[config.mk]
export PLATFORM = sky130hd
export DESIGN_NAME = wb_port_arbiter
export DESIGN_NICKNAME = d
export VERILOG_FILES = /design/src/rtl/wb_port_arbiter_pkg.sv /design/src/rtl/wb_result_fifo.sv /design/src/rtl/wb_port_arbiter.sv
export SDC_FILE = /design/constraint.sdc
export NUM_CORES = 1
export LEC_CHECK = 0
export BUFFER_PORTS_ARGS = -buffer_cell sky130_fd_sc_hd__buf_2
export CAP_MARGIN = 15
export CORE_ASPECT_RATIO = 1.25
export CORE_UTILIZATION = 46
export DETAILED_ROUTE_END_ITERATION = 8
export PLACE_DENSITY = 0.71
export RECOVER_POWER = 25
export SLEW_MARGIN = 15
export SYNTH_ARGS = -nofsm -noshare
export SYNTH_HDL_FRONTEND = slang
export SYNTH_SLANG_ARGS = --single-unit
[constraint.sdc]
create_clock -name clk -period 2.3 [get_ports clk]
set_clock_uncertainty 0.2 [all_clocks]
set_input_delay 0.575 -clock clk [delete_from_list [all_inputs] [get_ports clk]]
set_output_delay 0.575 -clock clk [all_outputs]
set_load 0.05 [all_outputs]
[src/rtl/wb_port_arbiter_pkg.sv]
// ---------------------------------------------------------------------------
// wb_port_arbiter_pkg
// Shared constants for the writeback region of the core:
//   - DATABUS       : architectural data width
//   - WB_*          : writeback-mux select encodings
//   - arb_state_e   : register-file write-port arbitration states
// ---------------------------------------------------------------------------
package wb_port_arbiter_pkg;

  localparam int DATABUS = 16;

  // Writeback mux select encodings
  localparam logic [1:0] WB_ALU = 2'd0;
  localparam logic [1:0] WB_MEM = 2'd1;
  localparam logic [1:0] WB_PC  = 2'd2;
  localparam logic [1:0] WB_CSR = 2'd3;

  // Write-port arbitration states.
  // ARB_NORMAL: pipe has priority, the MDU FIFO fills idle slots.
  // ARB_FORCE : the FIFO head wins for one cycle and the pipe is stalled.
  typedef enum logic {
    ARB_NORMAL = 1'b0,
    ARB_FORCE  = 1'b1
  } arb_state_e;

endpackage

[src/rtl/wb_result_fifo.sv]
// ---------------------------------------------------------------------------
// wb_result_fifo
// Small synchronous FIFO holding MDU results ({rd, data}) until they get a
// register-file write slot. The head entry is readable combinationally so the
// arbiter can grant it in the same cycle it becomes visible.
//
// Ports:
//   clk        in   system clock
//   rst_n      in   asynchronous active-low reset (empties the FIFO)
//   push       in   write push_data at the tail (ignored when full)
//   push_data  in   W-bit entry
//   pop        in   remove the head entry (ignored when empty)
//   head_data  out  current head entry (valid when cnt != 0)
//   cnt        out  registered occupancy, 0..DEPTH
// ---------------------------------------------------------------------------
module wb_result_fifo
  import wb_port_arbiter_pkg::*;
#(
  parameter int W     = 21,
  parameter int DEPTH = 2
) (
  input  logic                       clk,
  input  logic                       rst_n,
  input  logic                       push,
  input  logic [W-1:0]               push_data,
  input  logic                       pop,
  output logic [W-1:0]               head_data,
  output logic [$clog2(DEPTH):0]     cnt
);

  localparam int PW = $clog2(DEPTH);
  localparam int CW = $clog2(DEPTH) + 1;

  logic [W-1:0]  mem [DEPTH];
  logic [PW-1:0] wr_ptr_reg;
  logic [PW-1:0] rd_ptr_reg;
  logic [CW-1:0] cnt_reg;

  logic do_push;
  logic do_pop;

  assign do_push = push & (cnt_reg != CW'(DEPTH));
  assign do_pop  = pop  & (cnt_reg != '0);

  // Storage needs no reset: an entry is only ever read after it was written.
  always_ff @(posedge clk) begin
    if (do_push) begin
      mem[wr_ptr_reg] <= push_data;
    end
  end

  // DEPTH is a power of two, so pointers wrap naturally at DEPTH.
  always_ff @(posedge clk or negedge rst_n) begin
    if (!rst_n) begin
      wr_ptr_reg <= '0;
      rd_ptr_reg <= '0;
      cnt_reg    <= '0;
    end else begin
      if (do_push) begin
        wr_ptr_reg <= wr_ptr_reg + PW'(1);
      end
      if (do_pop) begin
        rd_ptr_reg <= rd_ptr_reg + PW'(1);
      end
      case ({do_push, do_pop})
        2'b10:   cnt_reg <= cnt_reg + CW'(1);
        2'b01:   cnt_reg <= cnt_reg - CW'(1);
        default: cnt_reg <= cnt_reg;
      endcase
    end
  end

  assign head_data = mem[rd_ptr_reg];
  assign cnt       = cnt_reg;

endmodule

[src/rtl/wb_port_arbiter.sv]
// ---------------------------------------------------------------------------
// wb_port_arbiter
// Shares the single register-file write port between the in-order writeback
// stage and the multi-cycle MDU. MDU results queue in a small FIFO and drain
// into idle write slots; if the FIFO head waits STARVE_MAX cycles it is forced
// through for one cycle while the pipe is stalled. All rf_* outputs are
// registered (one cycle from grant to rf_we).
//
// Ports:
//   clk         in   system clock
//   rst_n       in   asynchronous active-low reset
//   pipe_valid  in   WB stage has a write this cycle
//   pipe_rd     in   WB destination register
//   pipe_data   in   WB write data
//   flush       in   kill the current pipe request (FIFO unaffected)
//   pipe_stall  out  pipe request not accepted; WB must hold it
//   mdu_valid   in   MDU result available
//   mdu_ready   out  FIFO can accept a result
//   mdu_rd      in   MDU destination register
//   mdu_data    in   MDU result
//   rf_we       out  register-file write enable
//   rf_waddr    out  register-file write address
//   rf_wdata    out  register-file write data
//   fifo_cnt    out  FIFO occupancy for issue/hazard logic
// ---------------------------------------------------------------------------
module wb_port_arbiter
  import wb_port_arbiter_pkg::*;
#(
  parameter int DW         = DATABUS,
  parameter int AW         = 5,
  parameter int DEPTH      = 2,
  parameter int STARVE_MAX = 4
) (
  input  logic                   clk,
  input  logic                   rst_n,
  input  logic                   pipe_valid,
  input  logic [AW-1:0]          pipe_rd,
  input  logic [DW-1:0]          pipe_data,
  input  logic                   flush,
  output logic                   pipe_stall,
  input  logic                   mdu_valid,
  output logic                   mdu_ready,
  input  logic [AW-1:0]          mdu_rd,
  input  logic [DW-1:0]          mdu_data,
  output logic                   rf_we,
  output logic [AW-1:0]          rf_waddr,
  output logic [DW-1:0]          rf_wdata,
  output logic [$clog2(DEPTH):0] fifo_cnt
);

  localparam int CW    = $clog2(DEPTH) + 1;
  localparam int EW    = AW + DW;
  localparam int AGE_W = (STARVE_MAX > 1) ? $clog2(STARVE_MAX) : 1;
  localparam logic [AGE_W-1:0] AGE_LAST = AGE_W'(STARVE_MAX - 1);

  arb_state_e       state_reg;
  arb_state_e       state_next;
  logic [AGE_W-1:0] age_reg;
  logic [AGE_W-1:0] age_next;

  logic             rf_we_reg;
  logic [AW-1:0]    rf_waddr_reg;
  logic [DW-1:0]    rf_wdata_reg;

  logic [CW-1:0]    cnt;
  logic [EW-1:0]    head_entry;
  logic [AW-1:0]    head_rd;
  logic [DW-1:0]    head_data;

  logic             pipe_req;
  logic             head_valid;
  logic             grant_pipe;
  logic             grant_head;
  logic             push;

  // -------------------------------------------------------------------------
  // MDU result FIFO
  // -------------------------------------------------------------------------
  assign mdu_ready = (cnt != CW'(DEPTH));
  assign push      = mdu_valid & mdu_ready;

  wb_result_fifo #(
    .W     (EW),
    .DEPTH (DEPTH)
  ) u_fifo (
    .clk       (clk),
    .rst_n     (rst_n),
    .push      (push),
    .push_data ({mdu_rd, mdu_data}),
    .pop       (grant_head),
    .head_data (head_entry),
    .cnt       (cnt)
  );

  assign head_rd    = head_entry[EW-1:DW];
  assign head_data  = head_entry[DW-1:0];
  assign head_valid = (cnt != '0);
  assign pipe_req   = pipe_valid & ~flush;
  assign fifo_cnt   = cnt;

  // -------------------------------------------------------------------------
  // Arbitration FSM
  // -------------------------------------------------------------------------
  always_ff @(posedge clk or negedge rst_n) begin
    if (!rst_n) begin
      state_reg <= ARB_NORMAL;
      age_reg   <= '0;
    end else begin
      state_reg <= state_next;
      age_reg   <= age_next;
    end
  end

  always_comb begin
    state_next = state_reg;
    grant_pipe = 1'b0;
    grant_head = 1'b0;
    pipe_stall = 1'b0;
    case (state_reg)
      ARB_NORMAL: begin
        if (pipe_req) begin
          grant_pipe = 1'b1;
        end else if (head_valid) begin
          grant_head = 1'b1;
        end
        // Head has already been passed over STARVE_MAX-1 times and loses
        // again now: it wins the next cycle unconditionally.
        if (head_valid && (age_reg == AGE_LAST) && !grant_head) begin
          state_next = ARB_FORCE;
        end
      end
      ARB_FORCE: begin
        // The head cannot have left the FIFO since FORCE was decided
        // (only pops remove entries), so head_valid holds here.
        grant_head = head_valid;
        pipe_stall = pipe_req;
        state_next = ARB_NORMAL;
      end
      default: begin
        state_next = ARB_NORMAL;
      end
    endcase
  end

  // Age of the current head: how many cycles it has been passed over.
  always_comb begin
    age_next = age_reg;
    if (grant_head || !head_valid) begin
      age_next = '0;
    end else if (age_reg != AGE_LAST) begin
      age_next = age_reg + AGE_W'(1);
    end
  end

  // -------------------------------------------------------------------------
  // Registered write port. Writes to x0 consume the slot but are suppressed;
  // address/data hold their last values when nothing is granted.
  // -------------------------------------------------------------------------
  always_ff @(posedge clk or negedge rst_n) begin
    if (!rst_n) begin
      rf_we_reg    <= 1'b0;
      rf_waddr_reg <= '0;
      rf_wdata_reg <= '0;
    end else begin
      if (grant_head) begin
        rf_we_reg    <= (head_rd != '0);
        rf_waddr_reg <= head_rd;
        rf_wdata_reg <= head_data;
      end else if (grant_pipe) begin
        rf_we_reg    <= (pipe_rd != '0);
        rf_waddr_reg <= pipe_rd;
        rf_wdata_reg <= pipe_data;
      end else begin
        rf_we_reg    <= 1'b0;
      end
    end
  end

  assign rf_we    = rf_we_reg;
  assign rf_waddr = rf_waddr_reg;
  assign rf_wdata = rf_wdata_reg;

endmodule

# Word-level counts from Yosys, hierarchy flattened
# Memory sizes are Yosys's and may differ from the RTL's.
# Index checks and enable logic that the tools add are counted.
[totals]
reg_bits = 29
latchBits = 0
mem_bits_rw = 42
mem_bits_ro = 0
inputBits = 47
output_inout_bits = 26
word_cells = 56
mem_count = 1
[mem_list]
columns = ["memory", "words", "width", "read_ports", "rd_ports_with_merged_regs", "wr", "line", "source"]
rows = [
  ["u_fifo.mem", 2, 21, 1, 0, 1, "wb_result_fifo.sv:34", "logic [W-1:0] mem [DEPTH];"],
]
[classes]
addsub = 5
multipliers = 0
n_div = 0
order_cmp = 0
n_eq_ne = 5
shift = 0
muxes = 20
bitwise = 6
n_reduce_logical = 11
[op_table]
columns = ["op", "n"]
rows = [
  ["16-bit 2-to-1 mux", 2],
  ["1-bit 2-to-1 mux", 11],
  ["5-bit 2-to-1 mux", 2],
  ["5-bit nonzero test", 2],
  ["2-bit nonzero test", 4],
  ["2-bit by 1-bit adder with 2-bit output, second input constant", 2],
  ["1-bit bitwise AND", 4],
  ["2-bit == test, second input constant", 2],
  ["2-bit 2-to-1 mux", 2],
  ["2-bit != test, second input constant", 2],
  ["1-bit case mux with 2 select lines", 2],
  ["2-bit case mux with 2 select lines", 1],
  ["1-bit adder, second input constant", 2],
  ["2-bit by 1-bit == test with 1-bit output, second input constant", 1],
  ["1-bit logical AND", 2],
  ["1-bit logical NOT", 2],
  ["1-bit NOT", 2],
  ["2-bit by 1-bit subtractor with 2-bit output, second input constant", 1],
  ["1-bit logical OR", 1],
]

# Depth between registers and ports, before layout
# Gate-level depths: netlist of the first run.
[depth]
ltp_word = 8
ltp_mapped = 7
depth_no_buf = 6

# By module
# Synthesis of the first run repeated with hierarchy kept, for this count alone.
[hier_totals]
cells_unflattened = 195
area_unflattened_um2 = 2912.8
[modules_own_cells]
columns = ["mod", "n_inst", "cells_each", "area_each_um2", "seq_area_each_um2"]
rows = [
  ["wb_result_fifo", 1, 82, 1705.4, 1361.3],
  ["wb_port_arbiter", 1, 113, 1207.4, 625.6],
]

# Worst setup path after synthesis of the first run
# Ideal clock, no wire load.
[synth_path]
path_type = "reg-to-reg"
from = "register u_fifo.cnt_reg[0], in the netlist u_fifo.cnt[0]"
to = "memory u_fifo.mem[0][0] (enable)"
arrival_ns = 2.350
t_required_ns = 1.701
path_slack_ns = -0.649
path_stages_with_launch = 4
period_less_slack_ns = 2.949
cell_sequence = "dfrtp_1 -> nand2b_1 -> nand2_1 -> nor2_1"
[synth_between]
elab_chain_cells = 5
[synth_lines]
columns = ["item", "line", "source"]
rows = [
  ["from (decl)", "wb_result_fifo.sv:37", "logic [CW-1:0] cnt_reg;"],
  ["from (signal assigned)", "wb_result_fifo.sv:66", "2'b10: cnt_reg <= cnt_reg + CW'(1);"],
  ["from (signal assigned)", "wb_result_fifo.sv:67", "2'b01: cnt_reg <= cnt_reg - CW'(1);"],
  ["from (signal assigned)", "wb_result_fifo.sv:68", "default: cnt_reg <= cnt_reg;"],
  ["2-bit != test *", "wb_port_arbiter.sv:79", "assign mdu_ready = (cnt != CW'(DEPTH));"],
  ["net mdu_ready", "wb_port_arbiter.sv:42", "output logic mdu_ready,"],
  ["1-bit bitwise AND", "wb_port_arbiter.sv:80", "assign push = mdu_valid & mdu_ready;"],
  ["1-bit bitwise AND *", "wb_result_fifo.sv:42", "assign do_push = push & (cnt_reg != CW'(DEPTH));"],
  ["1-bit 2-to-1 mux *", "wb_result_fifo.sv:47", "if (do_push) begin"],
  ["1-bit 2-to-1 mux (implied by the code) *", "wb_result_fifo.sv:48", "mem[wr_ptr_reg] <= push_data;"],
  ["to (decl)", "wb_result_fifo.sv:34", ""],
]
# The timed path passes the listed nets; every way through them passes the cells marked *.

# Worst setup path in the final report of the first run
[layout_path]
from = "register u_fifo.cnt_reg[0], in the netlist u_fifo.cnt[0]"
to = "output port mdu_ready"
[layout_between]
elab_chain_cells = 1
[layout_lines]
columns = ["item", "line"]
rows = [
  ["2-bit != test", "wb_port_arbiter.sv:79"],
  ["to (decl)", "wb_port_arbiter.sv:42"],
]
# Every way passes these cells.

==> impl_metrics.env, run 1 <==
export IMPL_synth_nets=245
export IMPL_drc=0
export IMPL_syn2layout_area_growth_pct=20.24
export IMPL_hold_viol_final=0
export IMPL_num_antenna_cells=0
export IMPL_overflow=0
export IMPL_power_frac_seq_pct=39.8
export IMPL_clock_path_buffers=2
export IMPL_post_cts_buffers=0
export IMPL_root_buffer="clkbuf_8"
export IMPL_wl_per_cell_um=15.26
export IMPL_portBuffers=72
export IMPL_die_h_um=91.33
export IMPL_postCtsHoldBufs=0
export IMPL_arrival_ns=1.22
export IMPL_dp_hpwl_mm=3.857
export IMPL_dp_cells=349
export IMPL_setup_viol=0
export IMPL_grt_usage_pct=18.64
export IMPL_syn_area_sq_um=2937
export IMPL_cp_start_kind="register"
export IMPL_drive_gt1_share_pct=38.21
export IMPL_slew_violations=0
export IMPL_drtIter0Drc=111
export IMPL_synth_top_area_share_pct=42.95
export IMPL_core_area_sq_um=6166
export IMPL_maxCapViolations=0
export IMPL_clock_sinks=71
export IMPL_regArea_sq_um=1987
export IMPL_synth_top_flop_cell="edfxtp_1"
export IMPL_cts_buffers=9
export IMPL_synth_area_top_cells="edfxtp_1, dfrtp_1, mux2_2"
export IMPL_avgSynthCellArea_sq_um=14.98
export IMPL_synth_most_common_cell="edfxtp_1"
export IMPL_gp_congestion=0.7057
export IMPL_antenna_left=0
export IMPL_synth_edf_count=42
export IMPL_grt_pass1_wl_mm=9.018
export IMPL_clk_latency_ns=0.34
export IMPL_postCtsResizedCells=0
export IMPL_powerDensity_nw_per_um2=1424
export IMPL_rrSetupSlack_ns=0.53
export IMPL_antenna_found_initial=0
export IMPL_final_util_pct=57.26
export IMPL_fin_area_sq_um=3531
export IMPL_cts_tree="yes"
export IMPL_power_share_clock_pct=16.5
export IMPL_wl_mm=5.569
export IMPL_cp_max_fo=6
export IMPL_multi_input_area_sq_um=854.6
export IMPL_grt_setup_unrepaired="false"
export IMPL_row_count=32
export IMPL_fillers=548
export IMPL_largest_reg_flops=42
export IMPL_drt_vias_per_instance=4.953
export IMPL_p_comb_share_pct=43.7
export IMPL_leakage_nw=1.523
export IMPL_synth_seq_area_share_pct=67.66
export IMPL_crit_path_end_kind="output pin"
export IMPL_outcome="complete, no violations"
export IMPL_clk_pin_slew_ns=0.07
export IMPL_h_tree_depth=3
export IMPL_switching_share_pct=41.87
export IMPL_finalCritPeriodShare_pct=86.70
export IMPL_maxSlewHeadroom_pct=54.52
export IMPL_start_util_pct=47.63
export IMPL_final_setup_tns_ns=0
export IMPL_synth_distinct_cells=26
export IMPL_synth_top_area_cell="edfxtp_1"
export IMPL_finalWorstSetupSlack_ns=0.3060
export IMPL_path_class="reg2out"
export IMPL_synth_commonest_cells="edfxtp_1, dfrtp_1, nand2_1"
export IMPL_p_sw_mw=2.105
export IMPL_nets=324
export IMPL_irDropWorstVdd_uv=746.9
export IMPL_hold_class="in2async"
export IMPL_die_area_sq_um=6710
export IMPL_vias=1808
export IMPL_required_ns=1.52
export IMPL_pre_cts_slack_ns=0.3859
export IMPL_tightest_slew_ns=0.6823
export IMPL_grt_pass1_vias=1910
export IMPL_die_w_um=73.47
export IMPL_synthCells=196
export IMPL_dr_pass1_iters=4
export IMPL_ioPinCount=73
export IMPL_grt_max_degree=47
export IMPL_ys_seq_elements=71
export IMPL_yosys_warnings=0
export IMPL_layout_min_cycle_time_ns=1.994
export IMPL_final_cells=365
export IMPL_place_area_sq_um=3386
export IMPL_internal_power_mw=2.923
export IMPL_fmax_ghz=0.5015
export IMPL_async_reset_ff_share_pct=40.85
-- stage by stage --
step           hold slack (ns)  power, mW
6_report               0.06773      5.029
4_1_cts                0.08231      5.092
5_1_grt                 0.1088      5.310
3_3_place_gp            0.3074      4.210
3_5_place_dp            0.3346      4.251
2_1_floorplan          0.07941      3.768
-- path summary, 6_finish.rpt --
| check | startpoint | to | cells past startpoint |
|---|---|---|---|
| max | u_fifo.cnt[0]$_DFFE_PN0P_ | mdu_ready | 2 |
| min | rst_n | rf_wdata[4]$_DFFE_PN0P_ | 1 |
| max reg2reg | u_fifo.cnt[0]$_DFFE_PN0P_ | u_fifo.mem[0][11]$_DFFE_PP_ | 4 |
| min reg2reg | rf_wdata[3]$_DFFE_PN0P_ | rf_wdata[3]$_DFFE_PN0P_ | 2 |
| max in group asynchronous | rst_n | rf_wdata[13]$_DFFE_PN0P_ | 1 |
| min in group clk | mdu_data[9] | u_fifo.mem[0][9]$_DFFE_PP_ | 1 |
-- area by class of cell --
class                           count  share of cell area [%]
Timing Repair Buffer               79                   12.05
Multi-Input combinational cell    114                   24.20
Tap cell                           85                   3.012
Clock inverter                      4                  0.6378
Sequential cell                    71                   56.27
Clock buffer                       12                   3.827
-- routing by layer --
metal  wire [um]  GRT usage, %  up-vias  part of all wire, %
li1            -             -      870                    -
met1        2402         22.90      853                   43
met2        2713         29.59       72                   49
met3         317         5.882       13                  5.7
met4         135         8.494        0                  2.4
met5           0             0        -                    0
-- cells in the final DEF (no fill, tap or decap), drive strengths merged --
cell	n
clkinv	3
or4b	1
clkbuf	22
xnor2	3
and3b	1
buf	69
clkinvlp	1
mux2	21
or4	2
nand2b	1
nor2	6
o21ai	22
nand2	23
xor2	3
and3	2
o41ai	1
mux2i	22
dfrtp	29
nor3b	1
nor3	2
or2	1
edfxtp	42
ha	2
-- logic make-up after synthesis --
kind of cell               after synthesis  synth area share, %
AOI/OAI and AO/OA                       23                4.048
buffers and inverters                   11                3.792
muxes                                   43                15.55
DFF                                     71                67.66
xor gates and xnor gates                 6                1.790
adders and majority gates                2               0.8520
and+or+nand+nor                         40                6.306
-- power by group through the flow --
stage	registers (mW)	logic [mW]	clock network, mW
after CTS	2.01	2.23	0.855
after detailed placement	2.03	2.22	0
after floorplan	2.73	1.04	0
after global placement	2.01	2.20	0
final	2.00	2.20	0.830
after global routing	2.05	2.35	0.907
-- worst max-delay path, cell delays in order (launching register included) --
cell	delay, ns
dfrtp_1	0.44
nand2b_2	0.17
buf_2	0.27
(Power assumes the default switching activity.)
==> run 2, diff against run 1 <==
--- a/config.mk
+++ b/config.mk
@@ -7,10 +7,12 @@
 export LEC_CHECK = 0
 export BUFFER_PORTS_ARGS = -buffer_cell sky130_fd_sc_hd__buf_2
 export CAP_MARGIN = 15
+export CELL_PAD_IN_SITES_DETAIL_PLACEMENT = 1
+export CELL_PAD_IN_SITES_GLOBAL_PLACEMENT = 2
 export CORE_ASPECT_RATIO = 1.25
-export CORE_UTILIZATION = 46
+export CORE_UTILIZATION = 36
 export DETAILED_ROUTE_END_ITERATION = 8
-export PLACE_DENSITY = 0.71
+export PLACE_DENSITY_LB_ADDON = 0.1
 export RECOVER_POWER = 25
 export SLEW_MARGIN = 15
 export SYNTH_ARGS = -nofsm -noshare
==> run 2 against run 1 <==
Against the previous run: wire length is 8.7% higher; critical path depth unchanged; die area increased by 27%; total power up 4.7%; worst hold slack better by 0.021 ns; maximum frequency fell by 0.22%; register-to-register slack is essentially flat; core utilization is 12 points lower; non-clock buffer count decreased by 1; flip-flop and latch count stayed put; clock power is 31% higher; critical endpoint unchanged; largest cell class unchanged; highest routed layer unchanged.
==> impl_metrics.env, run 2 (synthesized netlist as in run 1, its figures left out) <==
export IMPL_drtIter0Drc=75
export IMPL_core_area_sq_um=7838
export IMPL_power_frac_seq_pct=38.0
export IMPL_h_tree_depth=3
export IMPL_grt_usage_pct=16.17
export IMPL_hold_class="in2async"
export IMPL_antenna_left=0
export IMPL_arrival_ns=1.22
export IMPL_path_cells="nand2b_2 -> buf_2"
export IMPL_pre_cts_slack_ns=0.3811
export IMPL_drive_gt1_share_pct=37.99
export IMPL_clk_pin_slew_ns=0.07
export IMPL_die_area_sq_um=8524
export IMPL_row_count=36
export IMPL_antenna_found_initial=0
export IMPL_maxSlewHeadroom_pct=51.29
export IMPL_final_setup_tns_ns=0
export IMPL_dr_pass1_iters=3
export IMPL_clock_path_buffers=2
export IMPL_wl_mm=6.052
export IMPL_final_util_pct=45.59
export IMPL_cts_buffers=9
export IMPL_grt_pass1_vias=1906
export IMPL_largest_reg_flops=42
export IMPL_met1_usage_pct=20.24
export IMPL_die_w_um=82.78
export IMPL_layout_common_cells="buf_2, edfxtp_1, dfrtp_1"
export IMPL_cp_max_fo=6
export IMPL_irDropWorstVdd_uv=631.7
export IMPL_power_share_clock_pct=20.7
export IMPL_final_cells=374
export IMPL_required_ns=1.52
export IMPL_rrSetupSlack_ns=0.54
export IMPL_clock_sinks=71
export IMPL_fillers=846
export IMPL_root_buffer="clkbuf_8"
export IMPL_dp_cells=358
export IMPL_finalPower_mw=5.266
export IMPL_path_class="reg2out"
export IMPL_setup_viol=0
export IMPL_tightest_slew_ns=0.7306
export IMPL_wl_per_cell_um=16.18
export IMPL_postCtsResizedCells=0
export IMPL_outcome="complete, no violations"
export IMPL_hold_viol_final=0
export IMPL_place_area_sq_um=3366
export IMPL_post_cts_buffers=0
export IMPL_portBuffers=72
export IMPL_internal_power_mw=3.137
export IMPL_drt_vias_per_instance=4.821
export IMPL_finalWorstSetupSlack_ns=0.3015
export IMPL_grt_setup_unrepaired="false"
export IMPL_powerDensity_nw_per_um2=1474
export IMPL_crit_path_end_kind="output pin"
export IMPL_postCtsHoldBufs=0
export IMPL_layout_min_cycle_time_ns=1.998
export IMPL_dp_hpwl_mm=4.030
export IMPL_p_sw_mw=2.129
export IMPL_cp_start_kind="register"
export IMPL_cp_top_family="flip-flops"
export IMPL_leakage_nw=1.535
export IMPL_hold_ws_ns=0.08920
export IMPL_grt_util_met2_pct=26.23
export IMPL_finalCritPeriodShare_pct=86.89
export IMPL_syn2layout_area_growth_pct=21.69
export IMPL_max_stage_delay_ns=0.46
export IMPL_grt_pass1_wl_mm=9.680
export IMPL_gp_congestion=0.6843
export IMPL_switching_share_pct=40.43
export IMPL_layout_commonest_cell="buf_2"
export IMPL_vias=1803
export IMPL_gr_max_usage_layer="met2"
export IMPL_drc=0
export IMPL_use_met3_pct=3.540
export IMPL_maxCapViolations=0
export IMPL_clk_latency_ns=0.34
export IMPL_slew_violations=0
export IMPL_num_antenna_cells=0
export IMPL_p_comb_share_pct=41.2
export IMPL_die_h_um=103.0
export IMPL_ioPinCount=73
export IMPL_overflow=0
export IMPL_grt_max_degree=47
export IMPL_fmax_ghz=0.5004
export IMPL_start_util_pct=37.47
export IMPL_cts_tree="yes"
export IMPL_worst_path_buf_inv=1
export IMPL_fin_area_sq_um=3573
export IMPL_nets=323
export IMPL_worst_path_max_delay_cell="dfrtp_1"
run 2: cell count changes in the layout (fill, tap and decap cells not counted):
cell	change
clkbuf_8	+1
bufinv_16	+2
buf_2	-2
clkinv_2	-2
clkinv_4	+1
buf_4	+1
buf_12	-2
run 2: worst paths after layout:
check / start / endpoint / cells after the start
setup / recovery: u_fifo.cnt[0]$_DFFE_PN0P_ / mdu_ready / 2
hold / removal: rst_n / rf_wdata[7]$_DFFE_PN0P_ / 1
hold reg to reg: rf_wdata[12]$_DFFE_PN0P_ / rf_wdata[12]$_DFFE_PN0P_ / 2
setup reg to reg: u_fifo.rd_ptr_reg$_DFFE_PN0P_ / rf_wdata[13]$_DFFE_PN0P_ / 4
max in group asynchronous: rst_n / rf_waddr[2]$_DFFE_PN0P_ / 1
min in group clk: mdu_data[10] / u_fifo.mem[0][10]$_DFFE_PP_ / 1
run 2: final cells by class:
cell class	count	area, sq um	share of cell area, %
multi-input combinational	114	854.6	23.91
tap	95	118.9	3.326
clock inverter	5	81.33	2.276
clock buffer	11	141.4	3.957
sequential	71	1987	55.60
timing repair buffer	78	390.4	10.92
run 2: power by group through the flow:
stage / sequential (mW) / clock (mW) / combinational, mW
finish: 2.00 / 1.09 / 2.17
global route: 2.06 / 1.17 / 2.33
CTS: 2.01 / 1.12 / 2.22
detailed placement: 2.03 / 0 / 2.21
global placement: 2.02 / 0 / 2.19
floorplan: 2.73 / 0 / 1.04
run 2: metal layers:
layer	share of wire, %	routed length, um	up-vias
met5	0	0	-
met1	44	2690	876
li1	-	-	865
met3	4.7	282	9
met4	1.9	114	0
met2	49	2965	53
==> run 3, diff against run 2 <==
==> constraint.sdc (replaced) <==
create_clock -name clk -period 2.3 [get_ports clk]
set_clock_uncertainty 0.2 [all_clocks]
set_input_delay 0.23 -clock clk [delete_from_list [all_inputs] [get_ports clk]]
set_output_delay 0.23 -clock clk [all_outputs]
set_load 0.05 [all_outputs]
==> run 3 against run 2 <==
Against the previous run: register-to-register slack is essentially flat; final cell count grew 11%; critical path depth grew 2; first-iteration DRC count shrank 19%; critical path type is now reg2reg; clock-buffer cell count shrank 1.
==> impl_metrics.env, run 3 (synthesized netlist as in run 1, its figures left out) <==
export IMPL_hold_class="in2reg"
export IMPL_pre_cts_slack_ns=0.5229
export IMPL_h_tree_depth=3
export IMPL_start_util_pct=37.47
export IMPL_clk_pin_slew_ns=0.07
export IMPL_layout_common_cells="buf_2, dlygate4sd3_1, edfxtp_1"
export IMPL_cp_max_fo=46
export IMPL_maxSlewHeadroom_pct=50.09
export IMPL_crit_path_end_kind="register"
export IMPL_setup_viol=0
export IMPL_drt_vias_per_instance=4.781
export IMPL_path_class="reg2reg"
export IMPL_grt_max_degree=47
export IMPL_layout_min_cycle_time_ns=1.752
export IMPL_antenna_left=0
export IMPL_drtIter0Drc=61
export IMPL_overflow=0
export IMPL_required_ns=2.27
export IMPL_hold_viol_final=0
export IMPL_outcome="complete, no violations"
export IMPL_finalPower_mw=5.283
export IMPL_wl_per_cell_um=15.72
export IMPL_max_stage_delay_ns=0.45
export IMPL_dr_pass1_iters=4
export IMPL_fin_area_sq_um=3980
export IMPL_irDropWorstVdd_uv=811.6
export IMPL_powerDensity_nw_per_um2=1327
export IMPL_layout_commonest_cell="buf_2"
export IMPL_tightest_slew_ns=0.7486
export IMPL_die_h_um=103.0
export IMPL_slew_violations=0
export IMPL_die_w_um=82.78
export IMPL_clock_sinks=71
export IMPL_dp_cells=357
export IMPL_post_cts_buffers=0
export IMPL_finalWorstSetupSlack_ns=0.5475
export IMPL_maxCapViolations=0
export IMPL_root_buffer="clkbuf_8"
export IMPL_arrival_ns=1.72
export IMPL_cp_start_kind="register"
export IMPL_antenna_found_initial=0
export IMPL_final_setup_tns_ns=0
export IMPL_place_area_sq_um=3358
export IMPL_portBuffers=72
export IMPL_dp_hpwl_mm=4.065
export IMPL_fmax_ghz=0.5706
export IMPL_wl_mm=6.541
export IMPL_core_area_sq_um=7838
export IMPL_grt_pass1_wl_mm=10.20
export IMPL_drc=0
export IMPL_final_cells=416
export IMPL_gp_congestion=0.6755
export IMPL_ioPinCount=73
export IMPL_die_area_sq_um=8524
export IMPL_finalCritPeriodShare_pct=76.19
export IMPL_cts_buffers=9
export IMPL_worst_path_buf_inv=1
export IMPL_clock_path_buffers=2
export IMPL_path_cells="nor3b_2 -> buf_4 -> o21ai_1 -> o41ai_1"
export IMPL_grt_setup_unrepaired="false"
export IMPL_final_util_pct=50.78
export IMPL_vias=1989
export IMPL_leakage_nw=1.690
export IMPL_num_antenna_cells=0
export IMPL_row_count=36
export IMPL_cp_top_family="buffers and inverters"
export IMPL_largest_reg_flops=42
export IMPL_hold_ws_ns=0.08622
export IMPL_postCtsResizedCells=0
export IMPL_nets=365
export IMPL_grt_pass1_vias=2082
export IMPL_drive_gt1_share_pct=30.84
export IMPL_syn2layout_area_growth_pct=35.53
export IMPL_grt_usage_pct=17.09
export IMPL_worst_path_max_delay_cell="buf_4"
export IMPL_clk_latency_ns=0.33
export IMPL_cts_tree="yes"
run 3: path summary, 6_finish.rpt:
kind                            slack (ns)                    from                             to  cells past startpoint
worst max-delay path                  0.55     state_reg$_DFF_PN0_                rf_we$_DFF_PN0_                      4
worst min-delay path                  0.09               mdu_valid  u_fifo.wr_ptr_reg$_DFFE_PN0P_                      3
worst max register to register        0.55     state_reg$_DFF_PN0_                rf_we$_DFF_PN0_                      4
worst min register to register        0.34  age_reg[1]$_DFFE_PN0P_         age_reg[1]$_DFFE_PN0P_                      2
max in group asynchronous             1.12                   rst_n        rf_waddr[1]$_DFFE_PN0P_                      2
min in group asynchronous             0.29                   rst_n        rf_wdata[7]$_DFFE_PN0P_                      2
run 3: per-layer routing:
layer  share of wire [%]  vias up  wire length (um)  GRT usage, %
li1                    -      950                 -             -
met1                  44      973              2890         20.72
met2                  51       56              3306         29.07
met3                 3.5       10               229         3.186
met4                 1.8        0               115         7.958
met5                   0        -                 0             0
run 3: timing repair:
action / in CTS / in global routing
hold endpoints to repair: 92 / 0
setup endpoints to repair: 0 / 0
hold buffers: 43 / 0
run 3: cell type report:
type | count | area, sq um
flip-flops and latches | 71 | 1987
well taps | 95 | 118.9
repair buffers | 120 | 807.0
fillers | 837 | 3857
clock buffers | 10 | 127.6
multi-input cells | 114 | 854.6
clock inverters | 6 | 85.08
run 3: where the power goes:
group | internal, mW | switching, mW | total, mW
Combinational | 0.744 | 1.47 | 2.21
Sequential | 1.79 | 0.214 | 2.01
Clock | 0.607 | 0.457 | 1.06
Total | 3.14 | 2.14 | 5.28
run 3: worst register-to-register path, stage by stage (launching register included):
cell and delay [ns]:
dfrtp_1 0.40, nor3b_2 0.23, buf_4 0.45, o21ai_1 0.17
o41ai_1 0.14
